--- src/rtl/uart_pkg.sv ---
// Shared UART definitions: frame FSM states and parity-mode encodings.
// Used by both the transmitter and the receiver.
package uart_pkg;

  typedef enum logic [2:0] {
    IDLE,
    START,
    DATA,
    PARITY,
    STOP
  } tx_state_t;

  typedef logic [1:0] par_mode_t;

  localparam par_mode_t PAR_NONE = 2'b00;
  localparam par_mode_t PAR_EVEN = 2'b01;
  localparam par_mode_t PAR_ODD  = 2'b10;

  // True for the two encodings that add a parity bit; 2'b11 behaves as none.
  function automatic logic par_is_active(input par_mode_t mode);
    return (mode == PAR_EVEN) || (mode == PAR_ODD);
  endfunction

  // Parity bit for up to 9 data bits (narrower payloads are zero-extended,
  // which leaves the XOR unchanged).
  function automatic logic par_bit_of(input logic [8:0] data, input par_mode_t mode);
    return (^data) ^ (mode == PAR_ODD);
  endfunction

endpackage

--- src/rtl/uart_tx_frame_if.sv ---
// Byte-producer handshake into the UART transmitter: payload, valid, ready.
// A transfer happens on a clk edge where din_vld && rdy.
interface uart_tx_frame_if #(
  parameter int DATA_BITS = 8
);

  logic [DATA_BITS-1:0] din;
  logic                 din_vld;
  logic                 rdy;

  modport master (output din, output din_vld, input rdy);
  modport slave  (input din, input din_vld, output rdy);

endinterface

--- src/rtl/uart_tx_fifo.sv ---
// Synchronous show-ahead FIFO feeding the transmitter. rd_data always shows
// the oldest entry; a push while full is dropped even if a pop happens in the
// same cycle, so the producer must respect full.
module uart_tx_fifo #(
  parameter int W     = 8,
  parameter int DEPTH = 4
) (
  input  logic                     clk,
  input  logic                     rst,
  input  logic                     wr_en,
  input  logic [W-1:0]             wr_data,
  input  logic                     rd_en,
  output logic [W-1:0]             rd_data,
  output logic                     full,
  output logic                     empty,
  output logic [$clog2(DEPTH):0]   level
);

  localparam int AW = $clog2(DEPTH);
  localparam int LW = AW + 1;

  logic [W-1:0]  mem [DEPTH];
  logic [AW-1:0] wr_ptr;
  logic [AW-1:0] rd_ptr;
  logic [LW-1:0] count;
  logic          push;
  logic          pop;

  assign full    = (count == LW'(DEPTH));
  assign empty   = (count == '0);
  assign level   = count;
  assign push    = wr_en && !full;
  assign pop     = rd_en && !empty;
  assign rd_data = mem[rd_ptr];

  // Storage write.
  // NOTE: the data array has no reset; occupancy is tracked by count, so stale
  // entries are never observed and the array can map onto plain RAM/flops.
  always_ff @(posedge clk) begin
    if (push) mem[wr_ptr] <= wr_data;
  end

  // Pointers and occupancy; depth is a power of two so pointers wrap freely.
  // NOTE: sequential state uses non-blocking assignments so every register
  // samples pre-edge values regardless of statement order.
  always_ff @(posedge clk) begin
    if (rst) begin
      wr_ptr <= '0;
      rd_ptr <= '0;
      count  <= '0;
    end else begin
      if (push) wr_ptr <= wr_ptr + AW'(1);
      if (pop)  rd_ptr <= rd_ptr + AW'(1);
      case ({push, pop})
        2'b10:   count <= count + LW'(1);
        2'b01:   count <= count - LW'(1);
        default: count <= count;
      endcase
    end
  end

endmodule

--- src/rtl/uart_tx_frame.sv ---
// UART transmitter with input FIFO. Frames are start, DATA_BITS data bits
// LSB first, optional parity, then one or two stop bits; each bit lasts BPS
// clocks. Format (par_mode, stop2) is latched when a frame starts, and a
// queued byte starts immediately after the last stop bit with no idle gap.
// Build option: define UART_TX_PARITY_EN to build the parity logic and honour
// par_mode; otherwise par_mode is ignored and every frame has no parity.
module uart_tx_frame
  import uart_pkg::*;
#(
  parameter int BPS        = 217,
  parameter int DATA_BITS  = 8,
  parameter int FIFO_DEPTH = 4
) (
  input  logic                          clk,
  input  logic                          rst,
  uart_tx_frame_if.slave                s_if,
  input  logic [1:0]                    par_mode,
  input  logic                          stop2,
  output logic                          dout,
  output logic                          busy,
  output logic [$clog2(FIFO_DEPTH):0]   level
);

  localparam int CYC_W = $clog2(BPS);
  localparam int BIT_W = $clog2(DATA_BITS);

  tx_state_t            state_q, state_d;
  logic [CYC_W-1:0]     cyc_q, cyc_d;
  logic [BIT_W-1:0]     bit_q, bit_d;
  logic [DATA_BITS-1:0] shift_q, shift_d;
  logic                 dout_q, dout_d;
  logic                 stop2_q, stop2_d;

  logic                 fifo_pop;
  logic [DATA_BITS-1:0] fifo_data;
  logic                 fifo_full;
  logic                 fifo_empty;
  logic                 bit_end;
  logic                 launch;
  logic                 frame_has_par;
  logic                 frame_par_bit;

  uart_tx_fifo #(
    .W     (DATA_BITS),
    .DEPTH (FIFO_DEPTH)
  ) u_fifo (
    .clk     (clk),
    .rst     (rst),
    .wr_en   (s_if.din_vld),
    .wr_data (s_if.din),
    .rd_en   (fifo_pop),
    .rd_data (fifo_data),
    .full    (fifo_full),
    .empty   (fifo_empty),
    .level   (level)
  );

`ifdef UART_TX_PARITY_EN
  logic par_en_q, par_en_d;
  logic par_bit_q, par_bit_d;

  assign frame_has_par = par_en_q;
  assign frame_par_bit = par_bit_q;

  // Parity format and bit are captured with the payload at frame start.
  always_ff @(posedge clk) begin
    if (rst) begin
      par_en_q  <= 1'b0;
      par_bit_q <= 1'b0;
    end else begin
      par_en_q  <= par_en_d;
      par_bit_q <= par_bit_d;
    end
  end

  // Next parity latch values: reload only when a frame launches.
  always_comb begin
    par_en_d  = par_en_q;
    par_bit_d = par_bit_q;
    if (launch) begin
      par_en_d  = par_is_active(par_mode);
      par_bit_d = par_bit_of(9'(fifo_data), par_mode);
    end
  end
`else
  logic par_mode_unused;

  assign par_mode_unused = ^par_mode;
  assign frame_has_par   = 1'b0;
  assign frame_par_bit   = 1'b0;
`endif

  assign s_if.rdy = !fifo_full;
  assign dout     = dout_q;
  assign busy     = (state_q != IDLE) || (level != '0);
  assign bit_end  = (cyc_q == CYC_W'(BPS - 1));

  // Frame state register; dout is registered so the line never glitches.
  always_ff @(posedge clk) begin
    if (rst) begin
      state_q <= IDLE;
      cyc_q   <= '0;
      bit_q   <= '0;
      shift_q <= '0;
      dout_q  <= 1'b1;
      stop2_q <= 1'b0;
    end else begin
      state_q <= state_d;
      cyc_q   <= cyc_d;
      bit_q   <= bit_d;
      shift_q <= shift_d;
      dout_q  <= dout_d;
      stop2_q <= stop2_d;
    end
  end

  // Next-state and next-line logic; launch covers both IDLE start and the
  // back-to-back start at the end of the last stop bit.
  // NOTE: every signal assigned here gets a default first, so no path leaves
  // a value unassigned and no latch is inferred.
  always_comb begin
    state_d  = state_q;
    cyc_d    = cyc_q;
    bit_d    = bit_q;
    shift_d  = shift_q;
    dout_d   = dout_q;
    stop2_d  = stop2_q;
    fifo_pop = 1'b0;
    launch   = 1'b0;

    if (state_q != IDLE) cyc_d = bit_end ? '0 : cyc_q + CYC_W'(1);

    case (state_q)
      IDLE: begin
        dout_d = 1'b1;
        launch = !fifo_empty;
      end

      START: begin
        if (bit_end) begin
          state_d = DATA;
          bit_d   = '0;
          dout_d  = shift_q[0];
          shift_d = shift_q >> 1;
        end
      end

      DATA: begin
        if (bit_end) begin
          if (bit_q == BIT_W'(DATA_BITS - 1)) begin
            if (frame_has_par) begin
              state_d = PARITY;
              dout_d  = frame_par_bit;
            end else begin
              state_d = STOP;
              bit_d   = '0;
              dout_d  = 1'b1;
            end
          end else begin
            bit_d   = bit_q + BIT_W'(1);
            dout_d  = shift_q[0];
            shift_d = shift_q >> 1;
          end
        end
      end

`ifdef UART_TX_PARITY_EN
      PARITY: begin
        if (bit_end) begin
          state_d = STOP;
          bit_d   = '0;
          dout_d  = 1'b1;
        end
      end
`endif

      STOP: begin
        if (bit_end) begin
          if (stop2_q && (bit_q == '0)) begin
            bit_d  = BIT_W'(1);
            dout_d = 1'b1;
          end else if (!fifo_empty) begin
            launch = 1'b1;
          end else begin
            state_d = IDLE;
            dout_d  = 1'b1;
          end
        end
      end

      default: begin
        state_d = IDLE;
        dout_d  = 1'b1;
      end
    endcase

    if (launch) begin
      fifo_pop = 1'b1;
      shift_d  = fifo_data;
      stop2_d  = stop2;
      state_d  = START;
      cyc_d    = '0;
      bit_d    = '0;
      dout_d   = 1'b0;
    end
  end

endmodule

--- src/flat_wrapper.sv ---
// flat-port wrapper written by rule: the top's interface ports become plain ports
module uart_tx_frame_flat import uart_pkg::*;
#(
  parameter int BPS        = 217,
  parameter int DATA_BITS  = 8,
  parameter int FIFO_DEPTH = 4
)
  (clk, rst, par_mode, stop2, dout, busy, level, s_if_din, s_if_din_vld, s_if_rdy);
  uart_tx_frame_if #(.DATA_BITS(DATA_BITS)) s_if_i ();
  input  logic clk;
  input  logic rst;
  input  logic [1:0] par_mode;
  input  logic stop2;
  output logic dout;
  output logic busy;
  output logic [$clog2(FIFO_DEPTH):0] level;
  input wire logic [$bits(s_if_i.din)-1:0] s_if_din;
  input wire logic [$bits(s_if_i.din_vld)-1:0] s_if_din_vld;
  output wire logic [$bits(s_if_i.rdy)-1:0] s_if_rdy;
  assign s_if_i.din = s_if_din;
  assign s_if_i.din_vld = s_if_din_vld;
  assign s_if_rdy = s_if_i.rdy;
  uart_tx_frame #(.BPS(BPS), .DATA_BITS(DATA_BITS), .FIFO_DEPTH(FIFO_DEPTH)) u_core (.clk(clk), .rst(rst), .s_if(s_if_i), .par_mode(par_mode), .stop2(stop2), .dout(dout), .busy(busy), .level(level));
endmodule
--- config.mk ---
export PLATFORM = sky130hd
export DESIGN_NAME = uart_tx_frame_flat
export DESIGN_NICKNAME = d
export VERILOG_FILES = /design/src/rtl/uart_pkg.sv /design/src/rtl/uart_tx_frame_if.sv /design/src/rtl/uart_tx_fifo.sv /design/src/rtl/uart_tx_frame.sv /design/src/flat_wrapper.sv
export SDC_FILE = /design/constraint.sdc
export NUM_CORES = 1
export LEC_CHECK = 0
export ABC_AREA = 1
export CORE_MARGIN = 5
export CORE_UTILIZATION = 45
export CTS_BUF_LIST = sky130_fd_sc_hd__clkbuf_4
export CTS_CLUSTER_SIZE = 40
export DETAILED_ROUTE_END_ITERATION = 10
export HOLD_SLACK_MARGIN = 0.15
export REMOVE_ABC_BUFFERS = 1
export SYNTH_ARGS = -nofsm -noshare
export SYNTH_HDL_FRONTEND = slang
export SYNTH_HIERARCHICAL = 1
export SYNTH_SLANG_ARGS = --single-unit
--- constraint.sdc ---
create_clock -name clk -period 5.9 [get_ports clk]
set_input_delay 0.59 -clock clk [delete_from_list [all_inputs] [get_ports clk]]
set_output_delay 0.59 -clock clk [all_outputs]
set_load 0.05 [all_outputs]
# Yosys cells after proc, flatten, opt, wreduce, memory -nomap -nowiden

Memories as Yosys holds them, arrays and structs flattened. A register that Yosys moved wholly into a read port is not among the register bits.
Cells that the tools add are included.

Register bits after elaboration: 31
Output and inout port bits: 6
Memories: 1
Memory bits (writable): 32
Logic and storage cells: 100

Memories:

| name              | depth | bits a word | rd ports | clocked after memory_dff | wr ports | RTL line           | source |
|---|---|---|---|---|---|---|---|
| u_core.u_fifo.mem | 4     | 8           | 1        | 1                        | 1        | uart_tx_fifo.sv:22 | `logic [W-1:0] mem [DEPTH];` |

Reductions and logical operators: 20
Add/sub/neg operators: 6
Bitwise operators: 1
Mux-type cells: 38
Equality and inequality tests: 24

Operators with widths:

| kind                                                                  | number |
|---|---|
| 8-bit 2-to-1 mux                                                      | 5 |
| 3-bit 2-to-1 mux                                                      | 11 |
| 8-bit case mux with 2 select lines                                    | 1 |
| 3-bit by 1-bit != test with 1-bit output, second input constant       | 5 |
| 1-bit 2-to-1 mux                                                      | 14 |
| 2-bit by 1-bit != test with 1-bit output, second input constant       | 7 |
| 7-bit AND reduction                                                   | 2 |
| 3-bit case mux with 4 select lines                                    | 1 |
| 3-bit nonzero test                                                    | 4 |
| 3-bit equality test, second input constant                            | 3 |
| 3-bit logical NOT                                                     | 3 |
| 3-bit case mux with 3 select lines                                    | 1 |
| 8-bit by 1-bit adder with 8-bit output, second input constant         | 1 |
| 8-bit equality test, second input constant                            | 1 |
| 4-bit AND reduction                                                   | 2 |
| 3-bit by 1-bit adder with 3-bit output, second input constant         | 2 |
| 3-bit by 2-bit != test with 1-bit output, second input constant       | 2 |
| 3-bit case mux with 2 select lines                                    | 1 |
| 5-bit AND reduction                                                   | 1 |
| 2-bit by 1-bit adder with 2-bit output, second input constant         | 2 |
| 2-bit 2-to-1 mux                                                      | 2 |
| 4-bit by 1-bit != test with 1-bit output, second input constant       | 1 |
| 3-bit by 1-bit equality test with 1-bit output, second input constant | 1 |
| 3-bit by 2-bit equality test with 1-bit output, second input constant | 1 |
| 12 further kinds                                                      | 15 |

# Depth between registers and ports, before layout

Gate-level depths: netlist of run 1.

Word-level depth: 9
Depth in mapped cells: 20

# Modules after synthesis

Netlist of run 1, hierarchy kept.

By module, submodules not included:

| module        | cells each | area each (sq um) | sequential area each (sq um) | instances |
|---|---|---|---|---|
| uart_tx_fifo  | 146        | 1691.6            | 1141.1                       | 1 |
| uart_tx_frame | 194        | 1368.8            | 480.5                        | 1 |

# Worst setup path before layout of run 1

Ideal clock, no wire load.

Path kind: register -> register
Start point: register u_core.u_fifo.count[2] (netlist: u_core/u_fifo/level[2])
End point: register u_core.u_fifo.count[2] (netlist: u_core/u_fifo/level[2])
Setup time: 113 ps
Arrival time: 2555 ps
Path slack: 3232 ps
Period minus slack after synthesis: 2668 ps
Stages on the path, launching flop included: 21
Required time: 5787 ps
Path through: dfxtp_1 inv_1 nand2_2 inv_1 inv_1 nand3_2 nor2_4 nand2_4 nand2_8 buf_8 nand2_1 inv_1 ha_1 inv_1 fa_1 inv_1 nand2_1 nand3_1 nand2_1 nand2_1 nor2_1

Cells in the longest elaborated chain, start to end: 9
Elaborated cells between the ends (all ways): 17
Those cells by class: 2 x add/sub; 3 x eq/ne; 6 x mux; 6 x reduce/logical

RTL lines:

| element                                                                               | RTL line             | source |
|---|---|---|
| start, declared                                                                       | uart_tx_fifo.sv:25   | `logic [LW-1:0] count;` |
| start signal, assigned                                                                | uart_tx_fifo.sv:55   | `2'b10: count <= count + LW'(1);` |
| start signal, assigned                                                                | uart_tx_fifo.sv:56   | `2'b01: count <= count - LW'(1);` |
| start signal, assigned                                                                | uart_tx_fifo.sv:57   | `default: count <= count;` |
| 3-bit logical NOT *                                                                   | uart_tx_fifo.sv:30   | `assign empty = (count == '0);` |
| net u_core.fifo_empty                                                                 | uart_tx_frame.sv:37  | `logic fifo_empty;` |
| 1-bit 2-to-1 mux                                                                      | uart_tx_frame.sv:182 | `end else if (!fifo_empty) begin` |
| 1-bit 2-to-1 mux                                                                      | uart_tx_frame.sv:179 | `if (stop2_q && (bit_q == '0)) begin` |
| 1-bit 2-to-1 mux                                                                      | uart_tx_frame.sv:178 | `if (bit_end) begin` |
| 1-bit case mux with 2 select lines *                                                  | uart_tx_frame.sv:133 | `case (state_q)` |
| 1-bit 2-to-1 mux *                                                                    | uart_tx_frame.sv:197 | `if (launch) begin` |
| net u_core.fifo_pop                                                                   | uart_tx_frame.sv:34  | `logic fifo_pop;` |
| 1-bit logical AND *                                                                   | uart_tx_fifo.sv:33   | `assign pop = rd_en && !empty;` |
| net u_core.u_fifo.pop                                                                 | uart_tx_fifo.sv:27   | `logic pop;` |
| 2-bit by 1-bit equality test with 1-bit output or 2-bit equality test (tied branches) | uart_tx_fifo.sv:54   | `case ({push, pop})` |
| 3-bit case mux with 2 select lines or 2-bit nonzero test (tied branches)              | n/a                  |  |

Mark *: on every way through the listed nets, which the timed path passes. The rest lies on a longest branch.
A chain may end at the register's enable or synchronous reset.

# Worst setup path in the final report of run 1

Start point: register u_core.state_q[2]
End point: output port busy

Cells in the longest elaborated chain, start to end: 2

RTL lines:

| element                | RTL line             | source |
|---|---|---|
| start, declared        | uart_tx_frame.sv:27  | `tx_state_t state_q, state_d;` |
| start signal, assigned | uart_tx_frame.sv:108 | `state_q <= state_d;` |
| 3-bit nonzero test     | uart_tx_frame.sv:95  | `assign busy = (state_q != IDLE) \|\| (level != '0);` |
| 1-bit logical OR       | uart_tx_frame.sv:95  |  |
| end, declared          | flat_wrapper.sv:15   | `output logic busy;` |

Every way passes these cells.

==> results of run 1 <==
## final timing paths
path	startpoint	to	cells past startpoint
setup / recovery	u_core/state_q[2]	busy	5
hold reg to reg	u_core/shift_q[5]	u_core/shift_q[4]	2
hold / removal	u_core/shift_q[5]	u_core/shift_q[4]	2
setup reg to reg	u_core/u_fifo/level[2]	u_core/u_fifo/level[2]	19
## report_power, final
part	total (mW)	switching (mW)	internal [mW]
Sequential	0.623	0.0666	0.556
Clock	0.267	0.177	0.0901
Combinational	0.699	0.474	0.225
## worst max-delay path: stages (launching register included)
cell and delay (ns):
dfxtp_1 0.46, inv_2 0.10, nand2_4 0.15, inv_4 0.08
nand2_1 0.07, clkdlybuf4s50_1 0.79
## through the flow
stage,power [mW],util [%]
floorplan,1.16,-
global placement,1.33,48.9
detailed placement,1.34,48.9
CTS,1.61,50.7
global route,1.73,50.7
finish,1.59,50.7
## cells by family (layout without fill, tap and decap cells)
| group | after synthesis | after routing | synth area share [%] |
|---|---|---|---|
| buf+inv | 51 | 80 | 7.32 |
| simple gates | 151 | 151 | 23.4 |
| flops | 65 | 65 | 53.0 |
| fa+ha+maj | 11 | 11 | 4.74 |
| compound gates | 59 | 59 | 10.7 |
| xor+xnor | 3 | 3 | 0.859 |
## layer usage
metal  vias to the layer above  wire (um)  global-route usage, %
met2                        24       2700                   23.1
met5                         -          0                      0
li1                       1168          -                      -
met1                      1010       2730                   18.6
met4                         0         51                   4.46
met3                         4        156                   4.39
## sequential cells by signal, summed over array words and instances (netlist names), named ones only
name / flops
u_core/dout: 1
u_core/stop2_q: 1
u_core/u_fifo/wr_ptr: 2
u_core/state_q: 3
u_core/u_fifo/rd_ptr: 2
u_core/shift_q: 8
u_core/u_fifo/mem: 32
u_core/u_fifo/level: 3
u_core/cyc_q: 8
u_core/bit_q: 3
## layout by cell type (no fill, tap or decap), types with 10 or more instances in the layout
cell             synthesis  final
nand2_1                 63     63
nor2_1                  45     45
inv_1                   40     40
dfxtp_1                 33     33
edfxtp_1                32     32
o21ai_0                 24     24
nand3_1                 18     18
clkdlybuf4s50_1          0     17
a21oi_1                 17     17
ha_1                    10     10
## Yosys cell counts (all sizes together)
cell type and n:
nand2 72, edfxtp 32, xor2 2, inv 47, nor3 4, nand4 3
a21o 1, fa 1, xnor2 1, buf 4, ha 10, o22ai 8
o21ai 32, a21oi 18, nand3 20, nor2 52, dfxtp 33
## cell type report
class                      count  share of cell area (%)
timing repair buffer          17                    4.99
sequential                    65                    47.6
clock buffer                   9                    1.98
multi-input combinational    224                    35.6
inverter                      47                    5.25
clock inverter                 7                    1.62
tap                           80                    2.94
==> impl_metrics.yaml, run 1 <==
finish:
  regArea_um2: 1620
  layout.cells.non_filler: 449
  syn2layout_area_growth_pct: 11.4
  nNetsFinal: 389
  n_antenna_cell: 0
  nFillCells: 641
  drive_gt1_share_pct: 12.2
  multiInputGateArea_um2: 1210
  stdcell_area_um2: 3410
power_and_ir_drop:
  vdd_drop_max_uv: 193
  leakagePower_nw: 1.39
  pwr_density_cell_nw_per_um2: 466
routing:
  drtIter0Drc: 83
  via_per_inst: 4.91
  num_vias: 2206
  drc: 0
  wire_per_inst_um: 12.6
  wl_mm: 5.64
  dr.pass1.iters: 4
  antenna_left: 0
synth:
  netlist_instances: 340
  syn_avg_cell_area_um2: 9.00
  synth-seq-cells: 65
  netlist.area_leader.share_pct: 31.4
  syn_area_um2: 3060
  synth_seq_area_share_pct: 53.0
  netlist_top_cells_area: "edfxtp_1, dfxtp_1, nand2_1"
  yosysTopAreaCell: "edfxtp_1"
  yosysWarnings: 6
  post_synth_num_cell_types: 31
floorplan:
  fp.dieH_um: 92.5
  initial_utilization_pct: 45.5
  core_area_um2: 6720
  io_pins: 20
  row_count: 30
  dieArea_um2: 8550
  die_x_um: 92.5
clock_tree:
  worstSkewPairLatency_ns: 0.39
  clock_path_buffers: 2
  post_cts_buffers: 0
  cts_resized: 0
  cts_inserted_buffers: 9
  clock_sink_count: 65
  cts_tree: "built"
  cts-hold-fix-buffers: 0
  cts-htree-levels: 3
  cts_root_buf: "clkbuf_4"
  path_clk_slew_ns: 0.12
place:
  pre_cts_ws_ns: 3.49
  hpwl_mm: 3.97
  placed_cells: 433
  gp_congestion: 0.784
  postPlaceCellArea_um2: 3290
  port_buffers: 17
critical_path:
  critical_path.startpoint_type: "register"
  arrival_ns: 2.04
  end_kind: "primary output"
  path_max_fanout: 10
  crit_required_ns: 5.31
  criticalPathCategory: "register to primary output"
  r2r_slack_ns: 3.48
run_status:
  outcome: "completed"
timing:
  fmax_mhz: 380
  worst_slack_ns: 3.27
  rsz0062_at_grt: "no"
  hold_viol_final: 0
  worst_pin_slew_ns: 0.744
  finClkSkew_ns: 0.0126
  fin_tns_setup_ns: 0
  fin_crit_sh_pct: 44.5
  min_period_ns: 2.63
  slew_headroom_pct: 50.2
  finalHoldWorstSlack_ns: 0.477
  finalMaxSlewViolations: 0
  setup_viol: 0
grt:
  antenna_found_initial: 0
  grt_max_degree: 18
  grt_overflow: 0
  grt_usage_pct: 14.4
  grt_pass1_wl_mm: 9.69
  grt_pass1_vias: 2143
worst_hold_path:
  hold_path.class: "register to register"
flow_run:
  max_cap_violations: 0
Note: power is estimated with default switching activity, not from simulation.
==> run 2: changes to the inputs <==
- PLACE_DENSITY: not set -> 0.66
- clock period: 5.9 -> 2.2 ns (I/O delays scaled with it)
==> run 2 against run 1 <==
Against the previous run:
- clock power grew to 2.7 times the previous value
- register-to-register slack worse by 3.3 ns
- critical path depth unchanged
- setup slack lost 3.2 ns
- non-clock buffer count increased by 21
- critical endpoint is now s_if_rdy
- global-route usage fell by 0.35 points
- sequential power rose to 2.6 times the previous value
- clock-buffer cell count stayed put
==> impl_metrics.yaml, run 2 (synthesized netlist as in run 1, its figures left out) <==
routing:
  dr.pass1.iters: 4
  num_vias: 2303
  wire_per_inst_um: 11.7
  wl_mm: 5.50
  antenna_left: 0
  drtIter0Drc: 123
  via_per_inst: 4.90
  drc: 0
timing:
  fin_tns_setup_ns: 0
  worst_pin_slew_ns: 0.497
  hold_viol_final: 0
  finalMaxSlewViolations: 0
  finClkSkew_ns: 0.0100
  min_period_ns: 2.08
  fmax_mhz: 480
  fin_crit_sh_pct: 94.7
  slew_headroom_pct: 66.8
  setup_viol: 0
power_and_ir_drop:
  switching_share_pct: 44.0
  leakagePower_nw: 1.50
  finalPower_mw: 4.49
  p_int_mw: 2.51
  vdd_drop_max_uv: 634
  pwr_density_cell_nw_per_um2: 1240
  clockPowerShare_pct: 16.0
  power_switching_mw: 1.97
  pwr-share-comb_pct: 47.9
  seq_power_share_pct: 36.1
grt:
  grt.busiest_layer: "met2"
  grt_pass1_wl_mm: 9.43
  grt_max_degree: 18
  met1_usage_pct: 16.0
  gr-usage-met2_pct: 24.4
  antenna_found_initial: 0
  grt_usage_pct: 14.0
  grtUsageMet3_pct: 5.44
  grt_pass1_vias: 2148
  grt_overflow: 0
place:
  hpwl_mm: 3.92
  gp_congestion: 0.847
  port_buffers: 17
floorplan:
  fp.dieH_um: 92.5
  row_count: 30
  io_pins: 20
  die_x_um: 92.5
  initial_utilization_pct: 45.5
  dieArea_um2: 8550
  core_area_um2: 6720
critical_path:
  cp_slowest_cell: "clkdlybuf4s50_1"
  path_cells: "buf_4, nand2_2, inv_1, inv_1, clkdlybuf4s50_1"
  critPathTopFamily: "buffers and inverters"
  path_max_fanout: 4
  end_kind: "primary output"
  crit_required_ns: 1.98
  crit_buf_inv: 4
  slowest_delay_ns: 0.79
  critical_path.startpoint_type: "register"
  arrival_ns: 1.86
  criticalPathCategory: "register to primary output"
  crit_top_cell: "inv_1"
clock_tree:
  cts_inserted_buffers: 9
  path_clk_slew_ns: 0.12
  cts-hold-fix-buffers: 0
  cts_root_buf: "clkbuf_4"
  cts-htree-levels: 3
  worstSkewPairLatency_ns: 0.40
  cts_tree: "built"
  clock_path_buffers: 2
  clock_sink_count: 65
finish:
  nNetsFinal: 410
  n_antenna_cell: 0
  multiInputGateArea_um2: 1250
  final_core_util_pct: 53.7
  largest_reg_flops: 32
  final_common_cell: "nand2_1"
  nFillCells: 628
  top_register: "u_core/u_fifo/mem"
  layout_common_cells: "nand2_1, nor2_1, inv_1, edfxtp_1, dfxtp_1"
  drive_gt1_share_pct: 20.8
  top_regs: "u_core/u_fifo/mem: 32 flops, u_core/cyc_q: 8 flops, u_core/shift_q: 8 flops"
  syn2layout_area_growth_pct: 17.9
  regArea_um2: 1630
worst_hold_path:
  hold_path.class: "primary input to register"
run_status:
  outcome: "completed"
flow_run:
  max_cap_violations: 0
## run 2: changes by cell type in the layout (fill, tap and decap cells not counted), moves of 2 or more
cell      previous run  this run
clkinv_4             3         0
dfxtp_2              0         5
dfxtp_1             33        28
buf_4                0        21
nand3_1             18        16
inv_2                6        10
inv_1               40        36
inv_6                2         5
## run 2: repair_timing
action                                  CTS  global route
buffers inserted                          0             2
pin swaps                                 0             5
resized for setup                         2            16
endpoints found under the setup margin    2             2
gates cloned                              0             0
## run 2: area by class of cell
cell class | count | area share [%]
clock inverter | 7 | 1.56
inverter | 47 | 4.96
tap | 80 | 2.77
clock buffer | 9 | 1.87
multi-input combinational | 224 | 34.6
timing repair buffer | 38 | 9.08
sequential | 65 | 45.1
## run 2: worst paths after layout
check,start,endpoint,slack [ns],depth (start not counted)
max,u_core/u_fifo/level[2],s_if_rdy,0.12,5
min reg2reg,u_core/shift_q[7],u_core/shift_q[7],0.47,2
max reg2reg,u_core/u_fifo/level[1],u_core/u_fifo/level[2],0.16,19
min,s_if_din[6],u_core/u_fifo/mem[1][6],0.43,1
## run 2: stage by stage
stage / hold WS (ns) / setup slack, ns / cells / cell area (um2)
global route: 0.380 / -0.0230 / 470 / 3610
finish: 0.430 / 0.117 / 470 / 3610
global placement: 0.445 / 0.0412 / 452 / 3430
detailed placement: 0.451 / -0.0116 / 452 / 3430
CTS: 0.406 / 0.0160 / 468 / 3560
floorplan: 0.282 / -0.386 / 336 / 3020
## run 2: power groups by stage
stage	Sequential, mW	Clock [mW]	Combinational [mW]
3_3_place_gp	1.64	0	2.05
6_report	1.62	0.720	2.15
3_5_place_dp	1.64	0	2.08
4_1_cts	1.61	0.751	2.08
2_1_floorplan	1.76	0	1.35
5_1_grt	1.64	0.807	2.43
## run 2: per-layer routing
layer  wire [um]  vias up
met5           0        -
met2        2790       32
li1            -     1212
met4          45        0
met3         203        4
met1        2460     1055
